<file path="src/rtl/title_screen_sequencer.sv">
// Title / win / gameplay screen sequencer.
// Decides which full-screen image the title colorizer shows and gates the
// game logic. The state machine reacts to events immediately, but the
// screen select presented downstream only changes on a frame boundary, so
// an image never switches mid-frame.
module title_screen_sequencer #(
   parameter int unsigned WIN_FRAMES     = 300,
   parameter int unsigned MIN_WIN_FRAMES = 60,
   parameter int unsigned BLINK_FRAMES   = 30
) (
   input  logic       clk,
   input  logic       reset,
   input  logic       frame_tick,
   input  logic       start_btn,
   input  logic       p1_win,
   input  logic       p2_win,
   output logic [1:0] screen_sel,
   output logic       game_enable,
   output logic       game_restart,
   output logic       blink_on
);

   // State encoding doubles as the screen code, so screen_sel can latch
   // the state register directly.
   typedef enum logic [1:0] {
      ST_TITLE = 2'b00,
      ST_WIN1  = 2'b01,
      ST_WIN2  = 2'b10,
      ST_PLAY  = 2'b11
   } state_t;

   localparam logic [15:0] WIN_LIMIT  = 16'(WIN_FRAMES);
   localparam logic [15:0] MIN_LIMIT  = 16'(MIN_WIN_FRAMES);
   localparam logic [7:0]  BLINK_LAST = 8'(BLINK_FRAMES - 1);

   state_t      state_reg;
   logic [15:0] frame_cnt_reg;
   logic [7:0]  blink_cnt_reg;
   logic        start_q_reg;
   logic        start_rise;

   // start_q_reg resets high so a button held through reset is not
   // mistaken for a fresh press.
   assign start_rise = start_btn & ~start_q_reg;

   // Sequencer FSM with all outputs registered.
   always_ff @(posedge clk or posedge reset) begin
      if (reset) begin
         state_reg     <= ST_TITLE;
         frame_cnt_reg <= 16'd0;
         blink_cnt_reg <= 8'd0;
         start_q_reg   <= 1'b1;
         screen_sel    <= 2'b00;
         game_enable   <= 1'b0;
         game_restart  <= 1'b0;
         blink_on      <= 1'b0;
      end else begin
         start_q_reg  <= start_btn;
         game_restart <= 1'b0;

         // Frame-aligned screen select uses the pre-update state.
         if (frame_tick) begin
            screen_sel <= state_reg;
         end

         case (state_reg)
            ST_TITLE: begin
               if (start_rise) begin
                  state_reg     <= ST_PLAY;
                  game_enable   <= 1'b1;
                  game_restart  <= 1'b1;
                  blink_on      <= 1'b0;
                  blink_cnt_reg <= 8'd0;
               end else if (frame_tick) begin
                  if (blink_cnt_reg == BLINK_LAST) begin
                     blink_cnt_reg <= 8'd0;
                     blink_on      <= ~blink_on;
                  end else begin
                     blink_cnt_reg <= blink_cnt_reg + 8'd1;
                  end
               end
            end

            ST_PLAY: begin
               // p1 has priority when both wins land in the same cycle.
               if (p1_win) begin
                  state_reg     <= ST_WIN1;
                  game_enable   <= 1'b0;
                  frame_cnt_reg <= 16'd0;
               end else if (p2_win) begin
                  state_reg     <= ST_WIN2;
                  game_enable   <= 1'b0;
                  frame_cnt_reg <= 16'd0;
               end
            end

            ST_WIN1, ST_WIN2: begin
               if ((frame_cnt_reg >= WIN_LIMIT) ||
                   (start_rise && (frame_cnt_reg >= MIN_LIMIT))) begin
                  state_reg     <= ST_TITLE;
                  blink_cnt_reg <= 8'd0;
                  blink_on      <= 1'b0;
               end else if (frame_tick && (frame_cnt_reg != 16'hFFFF)) begin
                  frame_cnt_reg <= frame_cnt_reg + 16'd1;
               end
            end

            default: begin
               state_reg   <= ST_TITLE;
               game_enable <= 1'b0;
               blink_on    <= 1'b0;
            end
         endcase
      end
   end

endmodule

</file>
<file path="config.mk">
export PLATFORM = sky130hd
export DESIGN_NAME = title_screen_sequencer
export DESIGN_NICKNAME = d
export VERILOG_FILES = /design/src/rtl/title_screen_sequencer.sv
export SDC_FILE = /design/constraint.sdc
export NUM_CORES = 1
export LEC_CHECK = 0
export BUFFER_PORTS_ARGS = -buffer_cell sky130_fd_sc_hd__clkbuf_2
export CAP_MARGIN = 25
export CELL_PAD_IN_SITES_DETAIL_PLACEMENT = 1
export CELL_PAD_IN_SITES_GLOBAL_PLACEMENT = 1
export CORE_MARGIN = 4
export CORE_UTILIZATION = 44
export CTS_BUF_LIST = sky130_fd_sc_hd__clkbuf_4 sky130_fd_sc_hd__clkbuf_8
export DETAILED_ROUTE_END_ITERATION = 10
export PLACE_DENSITY_LB_ADDON = 0.1
export REMOVE_ABC_BUFFERS = 1
export SLEW_MARGIN = 30
export SYNTH_ARGS = -nofsm -noshare
export SYNTH_HDL_FRONTEND = slang
export SYNTH_SLANG_ARGS = --single-unit
export TNS_END_PERCENT = 100
</file>
<file path="constraint.sdc">
create_clock -name clk -period 2.3 [get_ports clk]
set_input_delay 0.115 -clock clk [delete_from_list [all_inputs] [get_ports clk]]
set_output_delay 0.115 -clock clk [all_outputs]
set_load 0.05 [all_outputs]
</file>
# After elaboration in Yosys (flattened, before gate mapping)
# Cells that the tools add are included.
[word_totals] ff_bits=32 latch_bits=0 ramBits=0 romBits=0 input_bits=6 n_memories=0
[op_classes] n_addsub=2 mul=0 div=0 order_cmp=2 n_eq_ne=12 shifts=0 muxes=26 bitwise=3 n_reduce_logical=13
[op_table] cell="$mux W16" n=4
[op_table] cell="$mux W8" n=4
[op_table] cell="$pmux W16 S2" n=1
[op_table] cell="$add A16 B1 Y16 const B" n=1
[op_table] cell="$ge A16 B6 Y1 const B" n=1
[op_table] cell="$ge A16 B9 Y1 const B" n=1
[op_table] cell="$ne A16 B16 Y1 const B" n=1
[op_table] cell="$pmux W8 S2" n=1
[op_table] cell="$mux W1" n=9
[op_table] cell="$ne A3 B3 Y1 const B" n=3
[op_table] cell="$reduce_and A3 Y1" n=3
[op_table] cell="$add A8 B1 Y8 const B" n=1
[op_table] cell="$eq A8 B5 Y1 const B" n=1
[op_table] cell="$mux W2" n=4
[op_table] cell="$ne A2 B2 Y1 const B" n=4
[op_table] cell="$reduce_and A4 Y1" n=2
[op_table] cell="$pmux W2 S3" n=1
[op_table] cell="$reduce_bool A2 Y1" n=3
[op_table] cell="$eq A2 B2 Y1 const B" n=2
[op_table] cell="$pmux W1 S2" n=2
[op_table] cell="$eq A2 B1 Y1 const B" n=1
[op_table] cell="$logic_and A1 B1 Y1" n=2
[op_table] cell="$logic_not A2 Y1" n=1
[op_table] cell="$not A1 Y1" n=2
[op_table] cell="3 further kinds" n=3

# Logic depth before layout (Yosys ltp)
# Gate-level depths: netlist of the first run.
[logic_depth] word_depth=6 ltp_mapped=8

# Least setup slack after synthesis of the first run
# No wires, ideal clock.
[synth_path] path_kind="reg-to-reg" from="register state_reg[0]" to="register blink_cnt_reg[6]" arrival_ns=2.120 required_time_ns=2.218 path_slack_ns=0.098 stages_incl_launch_ff=9 n_path_buf=2 period_less_slack_ns=2.202 cell_sequence="dfrtp_1 inv_1 ha_1 clkbuf_1 a211oi_1 and3_1 clkbuf_1 a41oi_1 a31oi_1"
[synth_between] elab_chain_len=4 word_cells_on_any_way=9
[synth_rtl] item="from (decl)" line="36" rtl="state_t state_reg;"
[synth_rtl] item="from (signal assigned)" line="49" rtl="state_reg <= ST_TITLE;"
[synth_rtl] item="from (signal assigned)" line="69" rtl="state_reg <= ST_PLAY;"
[synth_rtl] item="from (signal assigned)" line="87" rtl="state_reg <= ST_WIN1;"
[synth_rtl] item="$eq A2 B1 Y1 or $eq A2 B2 Y1 (tied branches)" line="66" rtl="case (state_reg)"
[synth_rtl] item="$reduce_or A2 Y1" line="66"
[synth_rtl] item="$ne A2 B2 Y1 (no line) or $reduce_bool A2 Y1 (tied branches)"
[synth_rtl] item="$reduce_and A3 Y1 (no line)"
[synth_rtl] item="to (signal assigned)" line="79" rtl="blink_cnt_reg <= blink_cnt_reg + 8'd1;"
[synth_rtl] item="to (decl)" line="38" rtl="logic [7:0] blink_cnt_reg;"
# Parallel ways exist; a longest one is shown, timed or not.
# A chain may end at the register's enable or synchronous reset.

# Final worst setup path of the first run
[layout_path] from="register frame_cnt_reg[9]" to="register blink_cnt_reg[6]"
[layout_between] elab_chain_len=5 word_cells_on_any_way=6
[layout_rtl] item="from (decl)" line="37" rtl="logic [15:0] frame_cnt_reg;"
[layout_rtl] item="from (signal assigned)" line="104" rtl="frame_cnt_reg <= frame_cnt_reg + 16'd1;"
[layout_rtl] item="$ge A16 B6 Y1" line="99" rtl="(start_rise && (frame_cnt_reg >= MIN_LIMIT))) begin"
[layout_rtl] item="$logic_and A1 B1 Y1" line="99"
[layout_rtl] item="$logic_or A1 B1 Y1 *" line="98" rtl="if ((frame_cnt_reg >= WIN_LIMIT) ||"
[layout_rtl] item="$ne A2 B2 Y1 (no line) *"
[layout_rtl] item="$reduce_and A3 Y1 (no line) *"
# Every way passes the cells marked *; elsewhere a longest branch is shown, timed or not.

==> reports/qor.csv, run 1 <==
stage;metric;value;unit
floorplanning;chip width;70.6;um
clocking;clock sinks;32;
timing;fin crit period;2150;ps
logic_synthesis;Synth area leader;dfrtp_1;
drt;drc violations;0;
cells_and_area;layout cells sized above 1;17.5;%
critical_path;Critical Path RT;2490;ps
grt;Total GRT Usage;18.4;%
critical_path;Crit-path slowest cell;or4_4;
clocking;CTS tree;done;
floorplanning;Die H;70.6;um
timing;fmax;465;MHz
critical_path;Worst path max stage delay;540;ps
logic_synthesis;ranking of synthesized cells by area;dfrtp_1 45%, ha_1 4.4%, a21oi_1 2.9%;
timing;Final period util;93.6;%
placement;GPL Wtd Cong;0.828;
flow_run;number of max-cap violations;0;
placement;placed cell count;232;
logic_synthesis;Syn Area/Cell;10.0;sq um
drt;post-DR wirelength/cell;17.4;um
drt;post-route ant nets;0;
logic_synthesis;Post-synth top flop;dfrtp_1;
placement;DP Wirelength;3010;um
critical_path;critical path startpoint category;flop;
timing;Layout Skew;3.65;ps
drt;Vias/cell;5.97;
critical_path;worst endpoint data arrival time;2340;ps
cells_and_area;Area growth syn-to-layout;15.1;%
critical_path;Crit Path Class;reg2reg;
timing;relative slew slack;63.2;%
timing;Hold WS;263;ps
timing;Slew @ Worst Pin;547;ps
placement;port bufs;10;
logic_synthesis;register bit count reported by yosys;32;
logic_synthesis;Seq/Total Area, Yosys;46.6;%
drt;wirelength, routed;4210;um
timing;Hold Violations, Final;0;
critical_path;critical path, cell by cell;or4_4, a211oi_4, nand4_1, o221a_2, a31oi_1;
clocking;Post-CTS Setup Bufs;0;
cells_and_area;Multi-input gate area;852;sq um
floorplanning;Placeable Area;0.00372;sq mm
logic_synthesis;number of synthesized flops with an enable pin;0;
floorplanning;Die ar.;0.00498;sq mm
critical_path;crit path capture type;flop;
drt;DR iter-0 viols;77;
floorplanning;initial core utilization;46.4;%
logic_synthesis;Async SR Flop Fraction;100;%
timing;final count of pins violating max slew;0;
cells_and_area;Filler cells;445;
floorplanning;# IOs;11;
power_and_ir_drop;P_leak;0.908;nW
logic_synthesis;Synth warnings;0;
cells_and_area;register area;802;sq um
clocking;CTS H-tree lvls;2;
grt;initial antenna violation count;0;
critical_path;Crit path buffers/inverters;0;
floorplanning;# rows;22;
power_and_ir_drop;Power, Total;2.41;mW
status;status;completed;
timing;Final TNS setup;0;ps
clocking;root buf cell;clkbuf_8;
cells_and_area;max FFs per register;16;
critical_path;CP Max Fanout;8;
cells_and_area;n_diodes;0;
logic_synthesis;Cell Area, Synth;0.00172;sq mm
cells_and_area;Non-Filler Instances;242;
timing;RSZ-0062 raised after global routing;false;
power_and_ir_drop;worst vdd ir;0.000496;V
cells_and_area;layout net count;205;
critical_path;family with the most delay on the worst path;simple AND/OR/NAND/NOR gates;
clocking;CTS Buf Count;5;
grt;vias in the first global route;1546;
logic_synthesis;synthesized instance count;172;
grt;gr ovfl total;0;
logic_synthesis;Distinct cells, synth;47;
drt;DR vias;1445;
clocking;clk_lat worst skew;280;ps
logic_synthesis;share of Yosys cell area claimed by the top area cell type;45.0;%
drt;Pre-antenna DRT Iters;4;
timing;Final Setup Violations;0;
clocking;clk slew on worst S/H paths;70;ps
clocking;clock buffer depth;2;
grt;largest net degree at the start of global routing;33;
grt;first-pass GRT wire length;7360;um
power_and_ir_drop;power density cells;1220;mW/mm^2
worst_hold_path;HP Class;in2reg;
## through the flow
stage	area, sq um	utilization, %	worst slack [ps]
after CTS	1980	53.4	174
after global routing	1980	53.4	10.5
after global placement	1870	50.2	269
after detailed placement	1870	50.2	199
after floorplan	1690	-	231
final	1980	53.4	147
## repair_timing
item,4_1_cts,5_1_grt
hold buffers,2,0
hold endpoints to repair,32,0
gates resized for setup,0,0
## cell usage in the layout, fill, tap and decap left out, drive strengths merged, types with 6 or more instances in the layout
| master | instances |
|---|---|
| ha | 6 |
| nand2 | 11 |
| nand3 | 10 |
| buf | 9 |
| o21ai | 7 |
| and3 | 6 |
| and2 | 7 |
| dfrtp | 31 |
| a21oi | 10 |
| inv | 9 |
| clkbuf | 18 |
## layer usage
metal / track usage, % / wire length, um
met2: 29.7 / 2070
met5: 0 / 0
met3: 5.40 / 122
met1: 23.3 / 1940
met4: 6.89 / 80
## area by class of cell
| cell class | count | area share [%] |
|---|---|---|
| clock buffer | 8 | 4.92 |
| inverter | 9 | 1.70 |
| multi-input combinational | 124 | 43.0 |
| sequential | 32 | 40.4 |
| tap | 48 | 3.03 |
| timing repair buffer | 21 | 6.94 |
## path summary, 6_finish.rpt
| check | end | cells after the start | start | slack (ps) |
|---|---|---|---|---|
| min | frame_cnt_reg[3]$_DFFE_PP0P_ | 3 | frame_tick | 260 |
| min in group asynchronous | blink_cnt_reg[3]$_DFFE_PP0P_ | 4 | reset | 460 |
| max in group asynchronous | start_q_reg$_DFF_PP1_ | 4 | reset | 1510 |
| min reg2reg | frame_cnt_reg[15]$_DFFE_PP0P_ | 1 | frame_cnt_reg[15]$_DFFE_PP0P_ | 490 |
| max reg2reg | blink_cnt_reg[6]$_DFFE_PP0P_ | 5 | frame_cnt_reg[9]$_DFFE_PP0P_ | 150 |
| max | blink_cnt_reg[6]$_DFFE_PP0P_ | 5 | frame_cnt_reg[9]$_DFFE_PP0P_ | 150 |
## report_power, final
part           leakage [nW]  switching, mW  total, mW  internal (mW)
sequential            0.428          0.100      0.764          0.664
combinational         0.428          0.757       1.18          0.419
clock                0.0523          0.202      0.470          0.268
total                 0.908           1.06       2.41           1.35
## logic make-up (layout without fill, tap and decap cells)
| group | Yosys count | after routing | synth area share (%) |
|---|---|---|---|
| and+or+nand+nor | 67 | 67 | 22.7 |
| AOI/OAI and AO/OA | 47 | 47 | 19.9 |
| DFF | 32 | 32 | 46.6 |
| buffers and inverters | 16 | 38 | 3.99 |
| adders and majority gates | 6 | 6 | 4.36 |
| muxes | 4 | 4 | 2.47 |
## synth_stat cells, types with 2 or more instances
cell / number
nand2b_1: 4
o2bb2ai_1: 3
clkbuf_1: 5
ha_1: 6
nor2_1: 5
a41oi_1: 3
inv_1: 9
nand3_1: 10
a31oi_1: 5
mux2i_1: 2
dfrtp_1: 31
a21oi_1: 10
o21a_1: 3
o211ai_1: 4
mux2_2: 2
or3_1: 5
nand2_1: 11
nor4b_1: 3
or2b_1: 2
and3_1: 6
nand4_1: 5
or4_1: 2
and2_1: 7
o21ai_0: 6
## worst min-delay path, cell delays in order
cell and delay [ps]:
clkbuf_2 200, nand2_1 110, o41ai_1 70
(Power assumes the default switching activity.)
==> run 2, diff against run 1 <==
==> constraint.sdc (replaced) <==
create_clock -name clk -period 2.3 [get_ports clk]
set_input_delay 0.23 -clock clk [delete_from_list [all_inputs] [get_ports clk]]
set_output_delay 0.23 -clock clk [all_outputs]
set_load 0.05 [all_outputs]
==> reports/qor.csv, run 2 (synthesized netlist as in run 1, its figures left out) <==
stage;metric;value;unit
critical_path;Reg2Reg Depth;5;
timing;fin crit period;2160;ps
floorplanning;initial core utilization;46.4;%
grt;largest net degree at the start of global routing;33;
power_and_ir_drop;P_int;1.35;mW
critical_path;CP Depth;5;
power_and_ir_drop;Net Switching;1.06;mW
floorplanning;chip width;70.6;um
placement;port bufs;10;
timing;Hold WS;14.5;ps
cells_and_area;register area;802;sq um
drt;Vias/cell;5.98;
critical_path;Crit Path Class;reg2reg;
floorplanning;Placeable Area;0.00372;sq mm
cells_and_area;Non-Filler Instances;240;
clocking;clock sinks;32;
floorplanning;# rows;22;
clocking;CTS Buf Count;5;
power_and_ir_drop;Seq pwr share;31.8;%
critical_path;CP Max Fanout;8;
clocking;clk_lat worst skew;280;ps
clocking;Post-CTS Setup Bufs;0;
timing;Final TNS setup;0;ps
placement;GPL Wtd Cong;0.828;
timing;Final Setup Violations;0;
timing;Slew @ Worst Pin;526;ps
drt;DR iter-0 viols;76;
placement;pre-CTS setup slack;199;ps
cells_and_area;layout cells sized above 1;17.7;%
cells_and_area;layout net count;203;
grt;Total GRT Usage;18.2;%
clocking;post-CTS sizing;0;
timing;Hold Violations, Final;0;
grt;vias in the first global route;1534;
drt;wirelength, routed;4170;um
power_and_ir_drop;worst vdd ir;0.000493;V
timing;Final period util;94.1;%
power_and_ir_drop;Net Sw Frac;43.9;%
timing;relative slew slack;64.6;%
status;status;completed;
cells_and_area;n_diodes;0;
critical_path;Critical Path RT;2490;ps
critical_path;Crit-path slowest cell;or4_4;
cells_and_area;max FFs per register;16;
clocking;CTS tree;done;
grt;initial antenna violation count;0;
clocking;CTS H-tree lvls;2;
floorplanning;Die ar.;0.00498;sq mm
timing;final count of pins violating max slew;0;
clocking;root buf cell;clkbuf_8;
placement;placed cell count;232;
flow_run;number of max-cap violations;0;
drt;DR vias;1434;
power_and_ir_drop;Comb pwr share;48.7;%
power_and_ir_drop;Power, Total;2.40;mW
critical_path;Crit path buffers/inverters;0;
timing;fmax;462;MHz
critical_path;family with the most delay on the worst path;simple AND/OR/NAND/NOR gates;
critical_path;critical path, cell by cell;or4_4, a211oi_4, nand4_1, o221a_2, a31oi_1;
floorplanning;Die H;70.6;um
critical_path;critical path startpoint category;flop;
cells_and_area;Area growth syn-to-layout;13.9;%
drt;drc violations;0;
cells_and_area;Filler cells;444;
worst_hold_path;HP Class;in2async;
timing;Layout Skew;4.34;ps
power_and_ir_drop;power density cells;1220;mW/mm^2
drt;post-DR wirelength/cell;17.4;um
cells_and_area;commonest cells after routing, fill and taps aside;31 x dfrtp_1, 11 x nand2_1, 10 x nand3_1, 10 x a21oi_1, 10 x clkbuf_2;
critical_path;worst endpoint data arrival time;2350;ps
critical_path;Worst path max stage delay;540;ps
clocking;clock buffer depth;2;
drt;post-route ant nets;0;
power_and_ir_drop;P_leak;0.900;nW
clocking;Post-CTS Hold Fix Bufs;0;
timing;RSZ-0062 raised after global routing;false;
timing;final worst slack;136;ps
critical_path;crit path capture type;flop;
cells_and_area;most common cell after layout, fill and taps aside;dfrtp_1;
floorplanning;# IOs;11;
power_and_ir_drop;Clock power frac;19.5;%
grt;first-pass GRT wire length;7290;um
placement;DP Wirelength;3010;um
grt;gr ovfl total;0;
cells_and_area;Multi-input gate area;852;sq um
drt;Pre-antenna DRT Iters;4;
clocking;clk slew on worst S/H paths;70;ps
==> run 2: changes by cell type in the layout (fill, tap and decap cells not counted), sizes merged <==
cell | before | now
dlygate4sd3 | 2 | 0
==> run 2: power groups by stage <==
stage	registers (mW)	logic, mW	clock network, mW
after CTS	0.766	1.18	0.477
after detailed placement	0.775	1.16	0
final	0.765	1.17	0.469
after global routing	0.782	1.29	0.510
after global placement	0.764	1.13	0
after floorplan	0.850	0.651	0
==> run 2: worst min-delay path: cells and delay by family <==
kind	cells	cell delay, ps
buf+inv	3	490
==> run 2: metrics by stage <==
stage,instance area (sq um),utilization [%]
finish,1960,52.8
global route,1960,52.8
floorplan,1690,-
global placement,1870,50.2
detailed placement,1870,50.2
CTS,1960,52.8
==> run 2: path summary, 6_finish.rpt <==
path / start / end / slack (ps)
setup / recovery: frame_cnt_reg[9]$_DFFE_PP0P_ / blink_cnt_reg[6]$_DFFE_PP0P_ / 140
hold / removal: reset / blink_cnt_reg[3]$_DFFE_PP0P_ / 10
setup reg to reg: frame_cnt_reg[9]$_DFFE_PP0P_ / blink_cnt_reg[6]$_DFFE_PP0P_ / 140
hold reg to reg: frame_cnt_reg[15]$_DFFE_PP0P_ / frame_cnt_reg[15]$_DFFE_PP0P_ / 490
max in group asynchronous: reset / start_q_reg$_DFF_PP1_ / 1960
min in group clk: start_btn / start_q_reg$_DFF_PP1_ / 50
==> run 2: layout make-up <==
class                   count  share of cell area (%)
repair buffers             19                    5.99
well taps                  48                    3.06
inverters                   9                    1.72
multi-input cells         124                    43.4
flip-flops and latches     32                    40.9
clock buffers               8                    4.97
==> run 2: metal layers <==
| metal | track usage, % | routed length, um | vias up |
|---|---|---|---|
| li1 | - | - | 680 |
| met1 | 23.2 | 1930 | 721 |
| met2 | 29.3 | 2020 | 21 |
| met3 | 5.40 | 120 | 12 |
| met4 | 6.89 | 89 | 0 |
| met5 | 0 | 0 | - |
==> run 3, diff against run 2 <==
- CORE_UTILIZATION: 44 -> 49
- clock period: 2.3 -> 2.15 ns (I/O delays scaled with it)
==> reports/qor.csv, run 3 (synthesized netlist as in run 1, its figures left out) <==
stage;metric;value;unit
timing;Layout Skew;11.3;ps
critical_path;CP Max Fanout;4;
critical_path;Worst path max stage delay;530;ps
clocking;CTS H-tree lvls;2;
power_and_ir_drop;Comb pwr share;54.4;%
flow_run;number of max-cap violations;0;
power_and_ir_drop;P_int;1.48;mW
clocking;clk_lat worst skew;350;ps
grt;gr ovfl total;0;
drt;drc violations;0;
drt;post-DR wirelength/cell;17.3;um
cells_and_area;max FFs per register;16;
timing;Final period util;97.7;%
cells_and_area;Multi-input gate area;891;sq um
floorplanning;# IOs;11;
timing;Final Setup Violations;0;
cells_and_area;commonest cells after routing, fill and taps aside;31 x dfrtp_1, 15 x buf_4, 11 x nand2_1;
power_and_ir_drop;Net Sw Frac;44.5;%
cells_and_area;Area growth syn-to-layout;18.0;%
drt;DR vias;1444;
power_and_ir_drop;Net Switching;1.19;mW
timing;relative slew slack;67.3;%
timing;fmax;476;MHz
drt;wirelength, routed;4260;um
power_and_ir_drop;power density cells;1310;mW/mm^2
cells_and_area;Util after Layout;60.5;%
floorplanning;# rows;21;
critical_path;critical path, cell by cell;or4_4, a211oi_4, buf_4, nand4_1, buf_4, a32o_1;
critical_path;CP most frequent cell;buf_4;
timing;Hold Violations, Final;0;
timing;Slew @ Worst Pin;484;ps
cells_and_area;layout net count;211;
drt;post-route ant nets;0;
cells_and_area;most common cell after layout, fill and taps aside;dfrtp_1;
grt;initial antenna violation count;0;
clocking;root buf cell;clkbuf_4;
grt;vias in the first global route;1555;
clocking;clk slew on worst S/H paths;100;ps
cells_and_area;register area;802;sq um
placement;Post-DP Area;0.00189;sq mm
cells_and_area;layout cells sized above 1;24.0;%
clocking;CTS Buf Count;5;
placement;port bufs;10;
placement;DP Wirelength;3010;um
power_and_ir_drop;P_leak;0.926;nW
critical_path;Critical Path RT;2390;ps
timing;RSZ-0062 raised after global routing;true;
grt;Total GRT Usage;21.5;%
critical_path;worst endpoint data arrival time;2340;ps
grt;largest net degree at the start of global routing;33;
status;status;completed;
power_and_ir_drop;Clock power frac;15.0;%
critical_path;Crit-path slowest cell;or4_4;
worst_hold_path;HP Class;in2reg;
clocking;CTS tree;done;
drt;Vias/cell;5.87;
critical_path;crit path capture type;flop;
clocking;clock sinks;32;
floorplanning;initial core utilization;51.2;%
floorplanning;Die H;67.3;um
drt;DR iter-0 viols;90;
cells_and_area;n_diodes;0;
clocking;clock buffer depth;2;
floorplanning;Die ar.;0.00453;sq mm
timing;fin crit period;2100;ps
power_and_ir_drop;worst vdd ir;0.000475;V
cells_and_area;post-layout instance area;0.00203;sq mm
timing;final count of pins violating max slew;0;
critical_path;critical path startpoint category;flop;
critical_path;Crit Path Class;reg2reg;
floorplanning;chip width;67.3;um
cells_and_area;Filler cells;407;
grt;first-pass GRT wire length;7160;um
floorplanning;Placeable Area;0.00336;sq mm
power_and_ir_drop;Seq pwr share;30.7;%
drt;Pre-antenna DRT Iters;4;
placement;GPL Wtd Cong;0.789;
run 3: cell type report:
type                    count  area share [%]
clock buffers               8            3.26
inverters                   9            1.66
multi-input cells         124            43.8
flip-flops and latches     32            39.4
well taps                  46            2.83
repair buffers             27            8.98
run 3: routing by layer:
| metal | wire length [um] | GRT usage, % |
|---|---|---|
| met2 | 2090 | 36.9 |
| met3 | 147 | 4.99 |
| met4 | 72 | 9.62 |
| met5 | 0 | 0 |
| met1 | 1950 | 25.3 |
run 3: final timing paths:
check,end,slack [ps],startpoint,depth (start not counted)
worst max-delay path,state_reg[0]$_DFFE_PP0P_,50,frame_cnt_reg[9]$_DFFE_PP0P_,6
worst min register to register,frame_cnt_reg[13]$_DFFE_PP0P_,500,frame_cnt_reg[13]$_DFFE_PP0P_,1
min in group asynchronous,frame_cnt_reg[12]$_DFFE_PP0P_,470,reset,4
max in group asynchronous,start_q_reg$_DFF_PP1_,1350,reset,4
worst max register to register,state_reg[0]$_DFFE_PP0P_,50,frame_cnt_reg[9]$_DFFE_PP0P_,6
worst min-delay path,frame_cnt_reg[3]$_DFFE_PP0P_,310,frame_tick,3
run 3: power by group through the flow:
stage	combinational (mW)	sequential [mW]	clock, mW
after floorplan	0.697	0.909	0
after global placement	1.27	0.816	0
after detailed placement	1.32	0.827	0
after CTS	1.34	0.815	0.410
after global routing	1.58	0.833	0.438
final	1.45	0.817	0.399
run 3: critical path, delay by kind of cell, from the launching register on:
family          cells  cell delay, ps
compound gates      2             420
buf+inv             2             410
flops               1             410
simple gates        2             760
run 3: stage by stage:
step | hold slack (ps) | setup slack, ps | total power, mW | setup TNS (ps) | std cells
global placement | 298 | 127 | 2.09 | 0 | 234
global route | 301 | -54.6 | 2.85 | -65.4 | 246
CTS | 276 | 41.6 | 2.56 | 0 | 244
detailed placement | 306 | 30.9 | 2.14 | 0 | 234
finish | 305 | 50.4 | 2.66 | 0 | 246
floorplan | 219 | 80.8 | 1.61 | 0 | 165
run 3: timing repair:
item                                   in CTS  in global routing
resized for setup                           0                 12
endpoints found under the hold margin      32                  0
buffers inserted                            0                  2
setup endpoints to repair                   0                 12
hold buffers                                2                  0
